### config.mk
export PLATFORM = sky130hd
export DESIGN_NAME = priority_encoder_rr
export DESIGN_NICKNAME = d
export VERILOG_FILES = /design/src/rtl/priority_encoder_rr.sv
export SDC_FILE = /design/constraint.sdc
export NUM_CORES = 1
export LEC_CHECK = 0
export CORE_MARGIN = 8
export CORE_UTILIZATION = 51
export CTS_BUF_LIST = sky130_fd_sc_hd__clkbuf_4 sky130_fd_sc_hd__clkbuf_8
export DETAILED_ROUTE_END_ITERATION = 12
export GPL_ROUTABILITY_DRIVEN = 0
export PLACE_DENSITY = 0.9
export SLEW_MARGIN = 25
export SYNTH_ARGS = -nofsm -noshare
export SYNTH_HDL_FRONTEND = slang
export SYNTH_SLANG_ARGS = --single-unit
export TNS_END_PERCENT = 10
### constraint.sdc
create_clock -name clk -period 4.3 [get_ports clk]
set_input_delay 0.645 -clock clk [delete_from_list [all_inputs] [get_ports clk]]
set_output_delay 0.645 -clock clk [all_outputs]
set_load 0.02 [all_outputs]
### src/rtl/priority_encoder_rr.sv
// Registered request encoder with fixed or round-robin arbitration. The winning
// index and its one-hot grant are held on a valid/ready handshake until accepted.
module priority_encoder_rr #(
  parameter int WIDTH = 8,
  parameter bit RR_EN = 1'b1,
  localparam int POS_W = $clog2(WIDTH)
) (
  input  logic             clk,
  input  logic             rst,
  input  logic [WIDTH-1:0] req_in,
  input  logic             mode,
  output logic             enc_valid,
  input  logic             enc_ready,
  output logic [POS_W-1:0] pos,
  output logic [WIDTH-1:0] onehot,
  output logic [POS_W-1:0] ptr_dbg
);

  // state  | meaning
  // IDLE   | no result held, waiting for any request
  // HOLD   | result valid on pos/onehot until enc_ready
  typedef enum logic {S_IDLE, S_HOLD} state_t;

  state_t           state_q;
  logic             valid_q;
  logic             mode_q;
  logic [POS_W-1:0] pos_q;
  logic [WIDTH-1:0] onehot_q;
  logic [POS_W-1:0] ptr_q;

  logic             accept;
  logic             rr_sel;
  logic [POS_W-1:0] ptr_d;
  logic [POS_W:0]   srch;
  logic             found;
  logic [POS_W-1:0] win;

  // Returns {found, index} of the first set bit at or after start, wrapping at WIDTH-1.
  function automatic logic [POS_W:0] search(input logic [WIDTH-1:0] req, input int start);
    logic [POS_W:0]   r;
    logic [POS_W-1:0] ip;
    int               idx;
    r = '0;
    for (int k = WIDTH - 1; k >= 0; k--) begin
      idx = start + k;
      if (idx >= WIDTH) idx = idx - WIDTH;
      ip = POS_W'(idx);
      if (req[ip]) r = {1'b1, ip};
    end
    return r;
  endfunction

  always_comb begin
    accept = valid_q & enc_ready;
    rr_sel = RR_EN && mode;
    ptr_d  = ptr_q;
    // Only an accepted round-robin result advances the pointer; fixed results leave it parked.
    if (accept && mode_q)
      ptr_d = (pos_q == POS_W'(WIDTH - 1)) ? '0 : pos_q + 1'b1;
    srch  = search(req_in, rr_sel ? int'(ptr_d) : 0);
    found = srch[POS_W];
    win   = srch[POS_W-1:0];
  end

  always_ff @(posedge clk or negedge rst) begin
    if (!rst) begin
      state_q  <= S_IDLE;
      valid_q  <= 1'b0;
      mode_q   <= 1'b0;
      pos_q    <= '0;
      onehot_q <= '0;
      ptr_q    <= '0;
    end else begin
      ptr_q <= ptr_d;
      case (state_q)
        S_IDLE: begin
          if (found) begin
            state_q  <= S_HOLD;
            valid_q  <= 1'b1;
            mode_q   <= rr_sel;
            pos_q    <= win;
            onehot_q <= WIDTH'(1) << win;
          end
        end
        S_HOLD: begin
          if (enc_ready) begin
            if (found) begin
              mode_q   <= rr_sel;
              pos_q    <= win;
              onehot_q <= WIDTH'(1) << win;
            end else begin
              state_q <= S_IDLE;
              valid_q <= 1'b0;
            end
          end
        end
        default: begin
          state_q <= S_IDLE;
          valid_q <= 1'b0;
        end
      endcase
    end
  end

  assign enc_valid = valid_q;
  assign pos       = pos_q;
  assign onehot    = onehot_q;
  assign ptr_dbg   = ptr_q;

endmodule

==> flow_summary.yaml, run 1 <==
timing:
  rsz0062_at_grt: "false"
  fmax_ghz: 0.249
  relSlewSlack: 0.439
  fin_crit_ns: 4.02
  drv_slew: 0
  hold_viol: 0
  worst_pin_slew_ns: 0.837
  finalSetupViolCount: 0
  clock_skew_ns: 0.00269
  post-route-period-util: 0.935
  setup_tns_ns: 0
synth:
  synth_most_common_cell: "nand2_1"
  ys_types: 60
  synth.yosys.warnings: 0
  synth_top_area_share: 0.241
  ys_ff_latch: 17
  synth_largest_area_cell: "dfrtp_1"
  synth_fp_nets: 208
  synth.top_cells.by_area: "dfrtp_1, mux2i_1, nand2_1"
  synthArstFlopShare: 1.00
  synth_edf_count: 0
  synth_seq_area_share: 0.241
  synth_common_cells: "nand2_1, mux2i_1, dfrtp_1"
  netlist_instances: 192
  synth_ff_type: "dfrtp_1"
  avgSynthCellArea_um2: 9.18
  synth_area_um2: 1760
power:
  irDropWorstVdd_mv: 0.310
  powerDensity_nw_per_um2: 764
  leakagePower_uw: 0.000984
floorplan:
  rows: 21
  die_w_um: 74.8
  start_util: 0.528
  die_area_um2: 5590
  io_pins: 27
  core-area_um2: 3340
  die_y_um: 74.8
clock_tree:
  clockRootBuffer: "clkbuf_4"
  clock_path_buffers: 2
  htree_levels: 1
  post-cts-setup-buffers: 0
  clock-sinks: 17
  cts_hold_buffers: 0
  clk_latency_ns: 0.30
  clkTransAtPathRegs_ns: 0.10
  cts_buffers: 3
  ctsResizeCount: 0
  cts_tree: "built"
route:
  viasPerCell: 6.14
  routed_wl_um: 4830
  drt-met1-wl_um: 2090
  topRoutingLayerUsed: "met4"
  route.detailed.drc: 0
  num_vias: 1694
  wl_per_cell_um: 17.5
  wl_met2_um: 2290
  antenna_left: 0
  drt_iter0_markers: 141
  wl_met3_um: 347
  dr.pass1.iters: 4
setup_path:
  regToRegSetupSlack_ns: 0.31
  path_max_fanout: 9
  critPathBufInv: 2
  critical_path.max_stage_delay_ns: 0.52
  critPathTopFamily: "multiplexers"
  reg2regPathDepth: 13
  crit_chain: "clkdlybuf4s50_1 -> nand3_2 -> mux2_2 -> clkinv_1 -> ha_1 -> xnor2_1 -> mux2i_1 -> mux2i_1 -> nand4_1 -> a21oi_1 -> or2_0 -> a32o_1"
  rr_endpoint: "onehot[0]"
  cp_slowest_cell: "clkdlybuf4s50_1"
  worstSetupPathType: "in2reg"
  r2r-start: "pos[1]"
  crit_arrival_ns: 4.26
  end_kind: "flop"
  cp_common_cell: "mux2i_1"
  cp.required_ns: 4.54
  cp-start-kind: "input pin"
layout:
  layout-area-overhead-vs-synth_pct: 23.8
  n_antenna_cell: 0
  finalInstanceArea_um2: 2180
  post-route-util: 0.654
  nets: 247
  drive_gt1_frac: 0.187
  post_layout_nonfiller_instances: 276
place:
  io_buffer_count: 26
  hpwl_um: 3870
  placed_cells: 272
  placed_area_um2: 2160
grt:
  antenna_found_initial: 0
  overflow: 0
  grt_pass1_wl_um: 7890
  grt_max_degree: 18
  first_global_vias: 1699
  grt_use_total: 0.178
run:
  max-cap-violations: 0
worst_hold_path:
  hold_end: "enc_valid"
  holdPathStages: 1
  hp-start: "state_q"
  hp-class: "reg2reg"
status:
  status: "completed"
logic make-up (layout without fill, tap and decap cells):
family                   after synthesis  in the layout  synth area share
AND/OR/NAND/NOR                       62             62             0.180
AO/OA/AOI/OAI                         47             47             0.218
multiplexers                          41             41             0.268
flip-flops                            17             17             0.241
buffers and inverters                 16             54            0.0404
XOR/XNOR                               5              5            0.0248
adder cells (fa/ha/maj)                4              4            0.0284
how the worst max path moves through the flow:
| stage | slack (ns) | end | from | cells past startpoint |
|---|---|---|---|---|
| after floorplan | 0.003 | onehot[2] | pos[0] | 14 |
| after global placement | 0.16 | onehot[0] | mode | 12 |
| after detailed placement | 0.009 | onehot[0] | enc_ready | 12 |
| after CTS | 0.32 | onehot[0] | pos[1] | 13 |
| after global routing | 0.02 | pos[1] | enc_ready | 12 |
| final | 0.28 | onehot[0] | enc_ready | 12 |
area by class of cell:
cell class / count / area (um2)
Multi-Input combinational cell: 159 / 1270
Fill cell: 279 / 1150
Sequential cell: 17 / 425
Timing Repair Buffer: 41 / 373
Tap cell: 46 / 57.6
Inverter: 9 / 33.8
Clock buffer: 3 / 22.5
Clock inverter: 1 / 5.00
per-layer routing:
| layer | track usage | vias up |
|---|---|---|
| li1 | - | 808 |
| met1 | 0.226 | 808 |
| met2 | 0.290 | 66 |
| met3 | 0.0333 | 12 |
| met4 | 0.0652 | 0 |
| met5 | 0 | - |
sequential cells by signal, indices dropped and copies added (netlist names):
name / count
mode_q: 1
enc_valid: 1
state_q: 1
pos: 3
ptr_dbg: 3
onehot: 8
power breakdown:
part	internal, uW	switching [uW]
clock network	34.7	52.0
registers	221	51.2
logic	590	720
total	846	823
through the flow:
step	setup slack [ns]	hold WS (ns)	power (uW)
floorplan	0.00313	0.349	1190
global placement	0.162	0.442	1530
detailed placement	0.00851	0.452	1570
CTS	0.320	0.464	1660
global route	0.0179	0.482	1800
finish	0.278	0.463	1670
placed cells by master (no fill, tap or decap), types with 2 or more instances in the layout:
cell / netlist / routed
nand2_1: 30 / 30
mux2i_1: 27 / 27
clkdlybuf4s50_1: 0 / 26
dfrtp_1: 17 / 17
buf_4: 2 / 15
nor2_1: 9 / 9
mux2_2: 8 / 8
o21ai_0: 7 / 7
inv_1: 7 / 7
xnor2_1: 4 / 4
o211ai_1: 4 / 4
a211oi_1: 4 / 4
o22ai_1: 4 / 4
ha_1: 4 / 4
nor3_1: 3 / 3
a21oi_1: 3 / 3
o41ai_2: 3 / 3
clkbuf_4: 0 / 3
mux2_4: 2 / 2
o31ai_1: 2 / 2
nand4_1: 2 / 2
nand2b_1: 2 / 2
nor2b_1: 2 / 2
a211o_1: 2 / 2
mux4_2: 2 / 2
a32oi_1: 2 / 2
a22oi_1: 2 / 2
a32o_1: 2 / 2
Note: power is estimated with default switching activity, not from simulation.
==> run 2, diff against run 1 <==
--- a/config.mk
+++ b/config.mk
@@ -5,7 +5,7 @@
 export SDC_FILE = /design/constraint.sdc
 export NUM_CORES = 1
 export LEC_CHECK = 0
-export CORE_MARGIN = 8
+export CORE_MARGIN = 3
 export CORE_UTILIZATION = 51
 export CTS_BUF_LIST = sky130_fd_sc_hd__clkbuf_4 sky130_fd_sc_hd__clkbuf_8
 export DETAILED_ROUTE_END_ITERATION = 12
==> run 2 against run 1 <==
Net effect:
- global-route usage grew 6.2 points
- die area fell by 25%
- non-clock buffer count increased by 2
- cell area is 0.69% higher
- cell count unchanged
- setup slack worse by 0.029 ns
- combinational power about the same
- clock skew down 0.0020 ns
- flip-flop and latch count is the same
- count of clock-buffer cells in the layout grew 1
- clock power rose by 6.6%
- critical endpoint unchanged
- largest cell class unchanged
==> flow_summary.yaml, run 2 (synthesis results as in run 1) <==
setup_path:
  end_kind: "flop"
  crit_arrival_ns: 4.28
  worstSetupPathType: "reg2reg"
  r2r-start: "pos[0]"
  regToRegSetupSlack_ns: 0.25
  path_max_fanout: 10
  rr_endpoint: "onehot[0]"
  cp-start-kind: "flop"
  reg2regPathDepth: 13
  cp.required_ns: 4.53
layout:
  n_antenna_cell: 0
  fill_cells: 241
  layout-area-overhead-vs-synth_pct: 24.7
  mostFrequentLayoutCell: "nand2_1"
  multi_input_area_um2: 1270
  most-common-layout-cells: "nand2_1, mux2i_1, clkdlybuf4s50_1, dfrtp_1, buf_4"
  drive_gt1_frac: 0.194
  seqCellArea_um2: 425
  post-route-util: 0.692
  largest_reg_flops: 8
  nets: 249
clock_tree:
  cts_buffers: 3
  clockRootBuffer: "clkbuf_4"
  cts_hold_buffers: 0
  ctsResizeCount: 0
  htree_levels: 1
  clk_latency_ns: 0.29
  post-cts-setup-buffers: 0
  clkTransAtPathRegs_ns: 0.10
  cts_tree: "built"
  clock-sinks: 17
  clock_path_buffers: 2
timing:
  post-route-period-util: 0.942
  hold_viol: 0
  fin_crit_ns: 4.05
  relSlewSlack: 0.492
  drv_slew: 0
  finalSetupViolCount: 0
  rsz0062_at_grt: "false"
  fmax_ghz: 0.247
  worst_pin_slew_ns: 0.760
  clock_skew_ns: 0.000686
  setup_tns_ns: 0
worst_hold_path:
  holdPathStages: 1
  hp-start: "state_q"
  hold_end: "enc_valid"
  hp-class: "reg2reg"
power:
  powerDensity_nw_per_um2: 765
  irDropWorstVdd_mv: 0.377
  pwr-share-seq: 0.161
  swShare: 0.487
  leakagePower_uw: 0.000994
  internal-power_uw: 862
  clockPowerShare: 0.055
  p_comb_frac: 0.784
  p_switching_uw: 819
place:
  hpwl_um: 3780
  io_buffer_count: 26
floorplan:
  die_y_um: 64.8
  rows: 20
  core-area_um2: 3180
  io_pins: 27
  die_w_um: 64.8
  die_area_um2: 4200
  start_util: 0.555
route:
  num_vias: 1700
  viasPerCell: 6.16
  routed_wl_um: 4740
  route.detailed.drc: 0
  wl_per_cell_um: 17.2
  antenna_left: 0
  drt_iter0_markers: 138
  dr.pass1.iters: 4
grt:
  overflow: 0
  grt_max_degree: 18
  first_global_vias: 1692
  antenna_found_initial: 0
  grt_use_total: 0.239
  grt_pass1_wl_um: 7860
status:
  status: "completed"
run:
  max-cap-violations: 0
==> run 2: how the worst max path moves through the flow <==
stage / startpoint / slack (ns) / end / cells past startpoint
after floorplan: pos[0] / 0.003 / onehot[2] / 14
after global placement: mode / 0.16 / onehot[1] / 12
after detailed placement: mode / 0.04 / onehot[0] / 12
after CTS: pos[1] / 0.29 / onehot[0] / 13
after global routing: pos[1] / 0.04 / onehot[0] / 13
final: pos[0] / 0.25 / onehot[0] / 13
==> run 2: layout make-up <==
class                   instances  share of cell area
clock buffers                   4              0.0137
flip-flops and latches         17               0.194
repair buffers                 43               0.176
multi-input cells             159               0.576
well taps                      44              0.0250
inverters                       9              0.0154
==> run 2: stage by stage <==
step / std cells / power (uW) / hold slack [ns] / worst slack [ns] / cell area (um2)
after global routing: 276 / 1790 / 0.490 / 0.0351 / 2200
after floorplan: 192 / 1190 / 0.349 / 0.00313 / 1760
after detailed placement: 272 / 1570 / 0.455 / 0.0407 / 2170
final: 276 / 1680 / 0.464 / 0.248 / 2200
after global placement: 272 / 1530 / 0.444 / 0.165 / 2170
after CTS: 276 / 1670 / 0.471 / 0.291 / 2200
==> run 2: power groups by stage <==
stage	registers (uW)	logic [uW]	clock network, uW
2_1_floorplan	340	850	0
3_3_place_gp	271	1260	0
3_5_place_dp	273	1300	0
4_1_cts	271	1300	93.6
5_1_grt	281	1410	100
6_report	271	1320	92.5
==> run 2: routing by layer <==
layer / wire length, um / up-vias / track usage
met2: 2240 / 73 / 0.396
met5: 0 / - / 0
li1: - / 811 / -
met1: 2040 / 803 / 0.309
met4: 82 / 0 / 0.0765
met3: 372 / 13 / 0.0520
==> run 2: worst max-delay path, stage by stage (launching register included) <==
cell and delay, ns:
dfrtp_1 0.41, ha_1 0.21, ha_1 0.22, or3b_1 0.39, mux2_4 0.37, ha_1 0.40
mux2i_1 0.15, mux2_2 0.32, o22ai_1 0.20, o31ai_1 0.11, a211o_1 0.27, a2111o_1 0.51
nor2_1 0.23, a32o_1 0.21
==> run 3, diff against run 2 <==
--- a/config.mk
+++ b/config.mk
@@ -6,11 +6,11 @@
 export NUM_CORES = 1
 export LEC_CHECK = 0
 export CORE_MARGIN = 3
-export CORE_UTILIZATION = 51
+export CORE_UTILIZATION = 56
 export CTS_BUF_LIST = sky130_fd_sc_hd__clkbuf_4 sky130_fd_sc_hd__clkbuf_8
 export DETAILED_ROUTE_END_ITERATION = 12
 export GPL_ROUTABILITY_DRIVEN = 0
-export PLACE_DENSITY = 0.9
+export PLACE_DENSITY = 0.93
 export SLEW_MARGIN = 25
 export SYNTH_ARGS = -nofsm -noshare
 export SYNTH_HDL_FRONTEND = slang
==> constraint.sdc (replaced) <==
create_clock -name clk -period 4.05 [get_ports clk]
set_input_delay 0.6075 -clock clk [delete_from_list [all_inputs] [get_ports clk]]
set_output_delay 0.6075 -clock clk [all_outputs]
set_load 0.02 [all_outputs]
==> run 3 against run 2 <==
Net effect:
- non-clock buffer count rose by 8
- count of clock-buffer cells in the layout fell by 1
- cell count is 2.2% higher
- via count grew 6.1%
- sequential share of layout area shrank 0.55 points
- hold slack improved by 0.015 ns
- maximum frequency grew 5.3%
- utilization grew 9.7 points
- clock skew rose by 0.0064 ns
- global-route usage increased by 3.7 points
- setup slack worse by 0.047 ns
==> flow_summary.yaml, run 3 (synthesis results as in run 1) <==
grt:
  antenna_found_initial: 0
  overflow: 0
  first_global_vias: 1828
  grt_max_degree: 18
  grt_use_total: 0.276
  grt_pass1_wl_um: 8710
setup_path:
  crit_arrival_ns: 4.09
  cp-start-kind: "flop"
  critPathBufInv: 0
  worstSetupPathType: "reg2reg"
  regToRegSetupSlack_ns: 0.20
  crit_chain: "ha_1 -> ha_1 -> or3b_1 -> mux2_4 -> ha_4 -> mux2i_1 -> mux2_2 -> o22ai_1 -> o31ai_1 -> a211o_1 -> a2111o_1 -> nor2_2 -> a32o_1"
  path_max_fanout: 7
  end_kind: "flop"
  cp.required_ns: 4.29
  critPathTopFamily: "compound AO/OA/AOI/OAI gates"
  cp_common_cell: "ha_1"
  critical_path.max_stage_delay_ns: 0.52
  cp_slowest_cell: "a2111o_1"
route:
  viasPerCell: 6.40
  wl_per_cell_um: 17.9
  drt_iter0_markers: 176
  num_vias: 1804
  antenna_left: 0
  dr.pass1.iters: 4
  route.detailed.drc: 0
  routed_wl_um: 5040
place:
  placed_area_um2: 2230
  hpwl_um: 4020
  io_buffer_count: 26
  placed_cells: 278
timing:
  finalSetupViolCount: 0
  fmax_ghz: 0.260
  worst_pin_slew_ns: 0.777
  fin_crit_ns: 3.85
  hold_viol: 0
  rsz0062_at_grt: "false"
  drv_slew: 0
  relSlewSlack: 0.480
  post-route-period-util: 0.950
  hold_slack_ns: 0.479
  clock_skew_ns: 0.00706
layout:
  layout-area-overhead-vs-synth_pct: 28.7
  drive_gt1_frac: 0.233
  largest_reg_flops: 8
  most-common-layout-cells: "nand2_1, mux2i_1, clkdlybuf4s50_1, buf_4, dfrtp_1"
  n_antenna_cell: 0
  post_layout_nonfiller_instances: 282
  mostFrequentLayoutCell: "nand2_1"
  post-route-util: 0.789
  finalInstanceArea_um2: 2270
  nets: 257
clock_tree:
  clock-sinks: 17
  cts_tree: "built"
  cts_buffers: 3
  clockRootBuffer: "clkbuf_4"
  post-cts-setup-buffers: 0
  htree_levels: 1
  clock_path_buffers: 2
  clkTransAtPathRegs_ns: 0.11
  clk_latency_ns: 0.31
power:
  powerDensity_nw_per_um2: 823
  irDropWorstVdd_mv: 0.486
  leakagePower_uw: 0.00103
floorplan:
  rows: 19
  start_util: 0.613
  io_pins: 27
  die_area_um2: 3860
  core-area_um2: 2880
  die_w_um: 62.1
  die_y_um: 62.1
run:
  max-cap-violations: 0
status:
  status: "completed"
worst_hold_path:
  hp-class: "reg2reg"
==> run 3: through the flow <==
stage / TNS, ns / setup slack (ns) / total power [uW]
global placement: 0 / 0.0146 / 1670
floorplan: 0 / 0.00325 / 1270
CTS: 0 / 0.0747 / 1830
finish: 0 / 0.201 / 1870
global route: 0 / 0.0330 / 1990
detailed placement: -0.869 / -0.179 / 1730
==> run 3: repair_timing <==
| action | CTS | global route |
|---|---|---|
| endpoints found under the setup margin | 0 | 7 |
| hold buffers | 0 | 0 |
| resized for setup | 0 | 4 |
==> run 3: routing by layer <==
layer / share of wire / wire length [um] / track usage
met1: 0.40 / 2040 / 0.341
met2: 0.47 / 2380 / 0.448
met3: 0.083 / 419 / 0.0667
met4: 0.040 / 202 / 0.146
met5: 0 / 0 / 0
==> run 3: area by class of cell <==
cell class,instances,area (um2)
Clock buffer,3,22.5
Clock inverter,1,5.00
Fill cell,185,607
Inverter,9,33.8
Multi-Input combinational cell,159,1280
Sequential cell,17,427
Tap cell,42,52.6
Timing Repair Buffer,51,448
==> run 3: power by group <==
part           switching [uW]  leakage (uW)  total [uW]  internal, uW
Sequential               50.9      0.000209         287           236
Combinational             795      0.000807        1490           691
Clock                    59.3     0.0000177        96.2          36.9
==> run 3: worst reg2reg max path: stages (launching register included) <==
cell and delay (ns):
dfrtp_1 0.43, ha_1 0.20, ha_1 0.22, or3b_1 0.38, mux2_4 0.33, ha_4 0.33, mux2i_1 0.08, mux2_2 0.33
o22ai_1 0.20, o31ai_1 0.12, a211o_1 0.29, a2111o_1 0.52, nor2_2 0.17, a32o_1 0.19
==> run 3: final timing paths <==
| path | cells after the start | to | start |
|---|---|---|---|
| max | 13 | onehot[0] | pos[1] |
| min | 1 | enc_valid | state_q |
| max reg2reg | 13 | onehot[0] | pos[1] |
| min reg2reg | 1 | enc_valid | state_q |
| max in group asynchronous | 1 | pos[0] | rst |
| min in group asynchronous | 1 | ptr_dbg[1] | rst |
